### config.mk
export PLATFORM = sky130hd
export DESIGN_NAME = sr_cmd_gen
export DESIGN_NICKNAME = d
export VERILOG_FILES = /design/src/rtl/sr_cmd_pkg.sv /design/src/rtl/sr_debounce.sv /design/src/rtl/sr_cmd_gen.sv
export SDC_FILE = /design/constraint.sdc
export NUM_CORES = 1
export LEC_CHECK = 0
export ABC_CLOCK_PERIOD_IN_PS = 2900
export CORE_UTILIZATION = 40
export DETAILED_ROUTE_END_ITERATION = 7
export PLACE_DENSITY = 0.64
export SETUP_SLACK_MARGIN = 0.5
export SLEW_MARGIN = 20
export SYNTH_ARGS = -nofsm -noshare
export SYNTH_HDL_FRONTEND = slang
export SYNTH_SLANG_ARGS = --single-unit
### constraint.sdc
create_clock -name clk -period 2.9 [get_ports clk]
set_clock_uncertainty 0.05 [all_clocks]
set_input_delay 0.58 -clock clk [delete_from_list [all_inputs] [get_ports clk]]
set_output_delay 0.58 -clock clk [all_outputs]
set_load 0.005 [all_outputs]
### src/rtl/sr_cmd_pkg.sv
// Shared types and default timing constants for the SR command generator.
package sr_cmd_pkg;

  localparam int DEB_CYCLES_DEF = 16;
  localparam int GAP_CYCLES_DEF = 4;

  typedef enum logic [1:0] {
    ST_IDLE    = 2'd0,
    ST_ISSUE   = 2'd1,
    ST_LOCKOUT = 2'd2
  } state_t;

endpackage

### src/rtl/sr_debounce.sv
// Two-flop synchronizer, debounce counter and rising-edge pulse for one raw pin.
module sr_debounce
  import sr_cmd_pkg::*;
#(
  parameter int DEB_CYCLES = DEB_CYCLES_DEF
) (
  input  logic clk,
  input  logic reset,
  input  logic raw,
  output logic rise
);

  localparam logic [15:0] CNT_LAST = 16'(DEB_CYCLES - 1);

  logic        sync1;
  logic        sync2;
  logic        level;
  logic [15:0] cnt;

  // Synchronize, then accept a new level only after DEB_CYCLES differing samples in a row.
  always_ff @(posedge clk) begin
    if (reset) begin
      sync1 <= 1'b0;
      sync2 <= 1'b0;
      level <= 1'b0;
      cnt   <= 16'd0;
      rise  <= 1'b0;
    end else begin
      sync1 <= raw;
      sync2 <= sync1;
      rise  <= 1'b0;
      if (sync2 == level) begin
        cnt <= 16'd0;
      end else if (cnt == CNT_LAST) begin
        level <= sync2;
        cnt   <= 16'd0;
        rise  <= sync2;
      end else begin
        cnt <= cnt + 16'd1;
      end
    end
  end

endmodule

### src/rtl/sr_cmd_gen.sv
// Debounced set/clear requests turned into single, rate-limited S/R command strobes.
module sr_cmd_gen
  import sr_cmd_pkg::*;
#(
  parameter int DEB_CYCLES = DEB_CYCLES_DEF,
  parameter int GAP_CYCLES = GAP_CYCLES_DEF
) (
  input  logic       clk,
  input  logic       reset,
  input  logic       set_in,
  input  logic       clr_in,
  input  logic       conflict_clr,
  output logic       S,
  output logic       R,
  output logic       enable,
  output logic       busy,
  output logic       conflict,
  output logic [7:0] cmd_count
);

  localparam logic [15:0] GAP_LOAD = 16'(GAP_CYCLES);

  state_t      state;
  state_t      state_nx;
  logic [15:0] gap;
  logic [15:0] gap_nx;
  logic        issue_go;
  logic        set_rq;
  logic        clr_rq;
  logic        set_pend;
  logic        clr_pend;

  sr_debounce #(.DEB_CYCLES(DEB_CYCLES)) u_deb_set (
    .clk   (clk),
    .reset (reset),
    .raw   (set_in),
    .rise  (set_rq)
  );

  sr_debounce #(.DEB_CYCLES(DEB_CYCLES)) u_deb_clr (
    .clk   (clk),
    .reset (reset),
    .raw   (clr_in),
    .rise  (clr_rq)
  );

  // Next-state and lockout counter; the ISSUE entry is flagged so outputs can be registered.
  always_comb begin
    state_nx = state;
    gap_nx   = gap;
    issue_go = 1'b0;
    case (state)
      ST_IDLE: begin
        if (set_pend || clr_pend) begin
          state_nx = ST_ISSUE;
          issue_go = 1'b1;
        end else begin
          state_nx = ST_IDLE;
        end
      end
      ST_ISSUE: begin
        if (GAP_CYCLES == 0) begin
          state_nx = ST_IDLE;
        end else begin
          state_nx = ST_LOCKOUT;
          gap_nx   = GAP_LOAD;
        end
      end
      ST_LOCKOUT: begin
        if (gap <= 16'd1) begin
          state_nx = ST_IDLE;
          gap_nx   = 16'd0;
        end else begin
          gap_nx = gap - 16'd1;
        end
      end
      default: begin
        state_nx = ST_IDLE;
        gap_nx   = 16'd0;
      end
    endcase
  end

  // State, registered command outputs, pending bits and the sticky conflict flag.
  always_ff @(posedge clk) begin
    if (reset) begin
      state     <= ST_IDLE;
      gap       <= 16'd0;
      S         <= 1'b0;
      R         <= 1'b0;
      enable    <= 1'b0;
      busy      <= 1'b0;
      conflict  <= 1'b0;
      cmd_count <= 8'd0;
      set_pend  <= 1'b0;
      clr_pend  <= 1'b0;
    end else begin
      state  <= state_nx;
      gap    <= gap_nx;
      enable <= issue_go;
      S      <= issue_go & set_pend;
      R      <= issue_go & clr_pend;
      busy   <= (state_nx != ST_IDLE);
      if (issue_go) begin
        cmd_count <= cmd_count + 8'd1;
      end
      // A fresh request outranks clearing the bit that is being issued.
      if (set_rq && clr_rq) begin
        set_pend <= 1'b0;
        clr_pend <= 1'b0;
      end else if (set_rq) begin
        set_pend <= 1'b1;
        clr_pend <= 1'b0;
      end else if (clr_rq) begin
        set_pend <= 1'b0;
        clr_pend <= 1'b1;
      end else if (issue_go) begin
        set_pend <= 1'b0;
        clr_pend <= 1'b0;
      end
      if (set_rq && clr_rq) begin
        conflict <= 1'b1;
      end else if (conflict_clr) begin
        conflict <= 1'b0;
      end
    end
  end

endmodule

==> impl_metrics.yaml <==
worst_setup_path:
  timing.critical_path.mode_cell: "sky130_fd_sc_hd__or4_4"
  crit_chain: "or4_4 -> or4_4 -> or3_4 -> or3b_1 -> a31oi_1"
  critical_path_peak_fanout: 7
  setup.worst_path.start_class: "flip-flop"
  worstPathRequired_ns: 3.13
  timing.critical_path.slowest_cell_delay_ns: 0.57
  critPathKind: "flip-flop to flip-flop"
  end_kind: "flip-flop"
  slowest_stage: "sky130_fd_sc_hd__or4_4"
  worstPathArrival_ns: 2.60
clock_tree:
  numCtsBuffers: 9
  hold_buffers: 0
  maximum_clock_path_buffer_count: 2
  cts.htree.levels: 3
  tritoncts_num_sinks: 73
  clkLatencyLatePin_ns: 0.34
  clock_tree_from_tritoncts: "done"
  clkTransAtPathRegs_ns: 0.08
  clockRootBuffer: "sky130_fd_sc_hd__clkbuf_8"
global_route:
  via_count_of_the_first_global_routing_pass: 2326
  gr-usage-all-layers_pct: 15.6
  groute.layer.met1.usage_pct: 18.5
  grt_first_pass_wirelength_um: 10400
  grt_remaining_overflow: 0
  grt_max_degree: 23
  gr-usage-met3_pct: 5.56
  busiest_layer: "met2"
  grtUsageMet2_pct: 26.2
  antenna_found_initial: 0
detailed_routing:
  detail_route.iter0.violations: 134
  via_count: 2507
  drt_drc_violations_left: 0
  detailedRoute.firstPassIterationCount: 4
  wire_per_inst_um: 12.4
  viasPerCell: 5.14
  drtAntennaViolNets: 0
  wirelength_um: 6030
floorplan:
  floorplan.initialDensity_pct: 41.1
  design.die.area_mm2: 0.00826
  die_height_um: 90.9
  die_width_um: 90.9
  rows: 32
  core_region_area_mm2: 0.00769
  top_level_ports: 18
outcome:
  outcome: "finished, final reports clean"
timing:
  fin_tns_setup_ns: 0
  fmax_mhz: 421
  final_period_minus_worst_setup_slack_ns: 2.38
  actual_slew_at_the_worst_max_slew_pin_ns: 0.811
  slew_headroom_pct: 45.5
  hold_viol: 0
  fin_crit_sh_pct: 81.9
  grt_setup_unrepaired: "yes"
  hold_slack_ns: 0.391
  timing.final.max_slew_violations: 0
  finalSetupViolCount: 0
synthesis:
  async_flop_share_pct: 0
  synthCells: 359
  synth_simple_gate_area_share_pct: 28.5
  synthFlopType: "sky130_fd_sc_hd__dfxtp_1"
  synth-xor-area-share_pct: 10.2
  synth-seq-cells: 73
  syn-mean-instance-area_um2: 8.81
  synth_compound_area_share_pct: 8.19
  netlist-cell-type-count: 38
  yosysWarningCount: 0
  post_synth_fa_ha_maj_area_fraction_pct: 3.56
  synth_area_mm2: 0.00316
  ys_seq_area_share_pct: 46.2
  synth_enable_flop_cells: 0
  postSynthNetCount: 373
  combinational_family_with_the_most_area_after_synthesis: "simple AND/OR/NAND/NOR gates"
  yosys-mux-area-fraction_pct: 0.950
power:
  p_leak_nw: 1.32
  power_density_mw_per_mm2: 475
  power.ir.vdd_worst_v: 0.000276
layout:
  most-common-layout-cells: "sky130_fd_sc_hd__dfxtp_1 (72), sky130_fd_sc_hd__nor2_1 (55), sky130_fd_sc_hd__nand2_1 (29)"
  drive_gt1_share_pct: 8.29
  antenna_cells: 0
  finish.net_count: 396
  area_growth_pct: 15.4
  fin_area_mm2: 0.00365
  mostFrequentLayoutCell: "sky130_fd_sc_hd__dfxtp_1"
min_path:
  hp-class: "flip-flop to flip-flop"
place:
  place_congestion: 0.826
  number_of_input_and_output_port_buffers_inserted: 17
  dpl.hpwl_um: 4100
  placed_cell_area_mm2: 0.00346
job:
  maxCapViolations: 0
## cell type report
type,instances,area (um2)
clock buffers,10,138
clock inverters,5,31.3
fillers,745,4040
inverters,9,33.8
multi-input cells,266,1640
flip-flops and latches,73,1460
well taps,102,128
repair buffers,23,215
## critical path, delay by kind of cell, from the launching register on
family	cells	cell delay, ns
simple gates	4	1.76
flops	1	0.35
compound gates	1	0.15
## cell usage after synthesis (all sizes together), types with 4 or more instances
master / n / area, um2
dfxtp: 73 / 1460
nor2: 55 / 206
nand2: 29 / 109
xor2: 25 / 219
nand3: 19 / 95.1
a21oi: 14 / 70.1
nor3: 14 / 70.1
nand4: 12 / 75.1
xnor2: 12 / 105
clkbuf: 11 / 41.3
and3: 9 / 56.3
ha: 9 / 113
inv: 9 / 33.8
a31oi: 7 / 43.8
nor4: 7 / 43.8
nand2b: 5 / 31.3
or3: 5 / 31.3
a211oi: 4 / 30.0
nor2b: 4 / 25.0
o21ai: 4 / 20.0
## state kept, by name, indices dropped and copies added (netlist names), 2 cells and up
name	cells
cmd_count	8
u_deb_set.cnt	16
u_deb_clr.cnt	16
gap	16
state	2
## cell families (layout without fill, tap and decap cells)
| group | after synthesis | count (layout) |
|---|---|---|
| adders and majority gates | 9 | 9 |
| and+or+nand+nor | 177 | 177 |
| DFF | 73 | 73 |
| xor gates and xnor gates | 37 | 37 |
| muxes | 3 | 3 |
| AOI/OAI and AO/OA | 40 | 40 |
| buffers and inverters | 20 | 47 |
## worst paths after layout
kind | startpoint | endpoint | slack (ns) | cells past startpoint
hold / removal | u_deb_clr.sync1$_SDFF_PP0_ | u_deb_clr.sync2$_SDFF_PP0_ | 0.39 | 1
setup / recovery | gap[4]$_SDFFE_PP0P_ | gap[14]$_SDFFE_PP0P_ | 0.52 | 5
hold reg to reg | u_deb_clr.sync1$_SDFF_PP0_ | u_deb_clr.sync2$_SDFF_PP0_ | 0.39 | 1
setup reg to reg | gap[4]$_SDFFE_PP0P_ | gap[14]$_SDFFE_PP0P_ | 0.52 | 5
## power breakdown
part / total [mW] / switching, mW / internal, mW
registers: 1.01 / 0.00192 / 1.00
clock network: 0.701 / 0.373 / 0.327
logic: 0.0264 / 0.0154 / 0.0111
total: 1.73 / 0.391 / 1.34
## per-layer routing
layer  vias to the layer above  wire length (um)
li1                       1301                 -
met1                      1176              2910
met2                        24              2870
met3                         6               202
met4                         0                55
met5                         -                 0
## through the flow
stage / power (mW) / util (%) / instances / worst slack, ns
3_3_place_gp: 1.06 / 45.1 / 473 / 0.552
4_1_cts: 1.75 / 47.3 / 488 / 0.525
2_1_floorplan: 1.05 / - / 359 / 0.613
5_1_grt: 1.80 / 47.4 / 488 / 0.426
3_5_place_dp: 1.06 / 45.1 / 473 / 0.479
6_report: 1.73 / 47.4 / 488 / 0.525
## what timing repair did
action,in CTS,in global routing
gates resized for setup,1,3
setup endpoints to repair,1,4
buffers inserted,0,0
No activity file was read; power rests on OpenSTA's default activity.
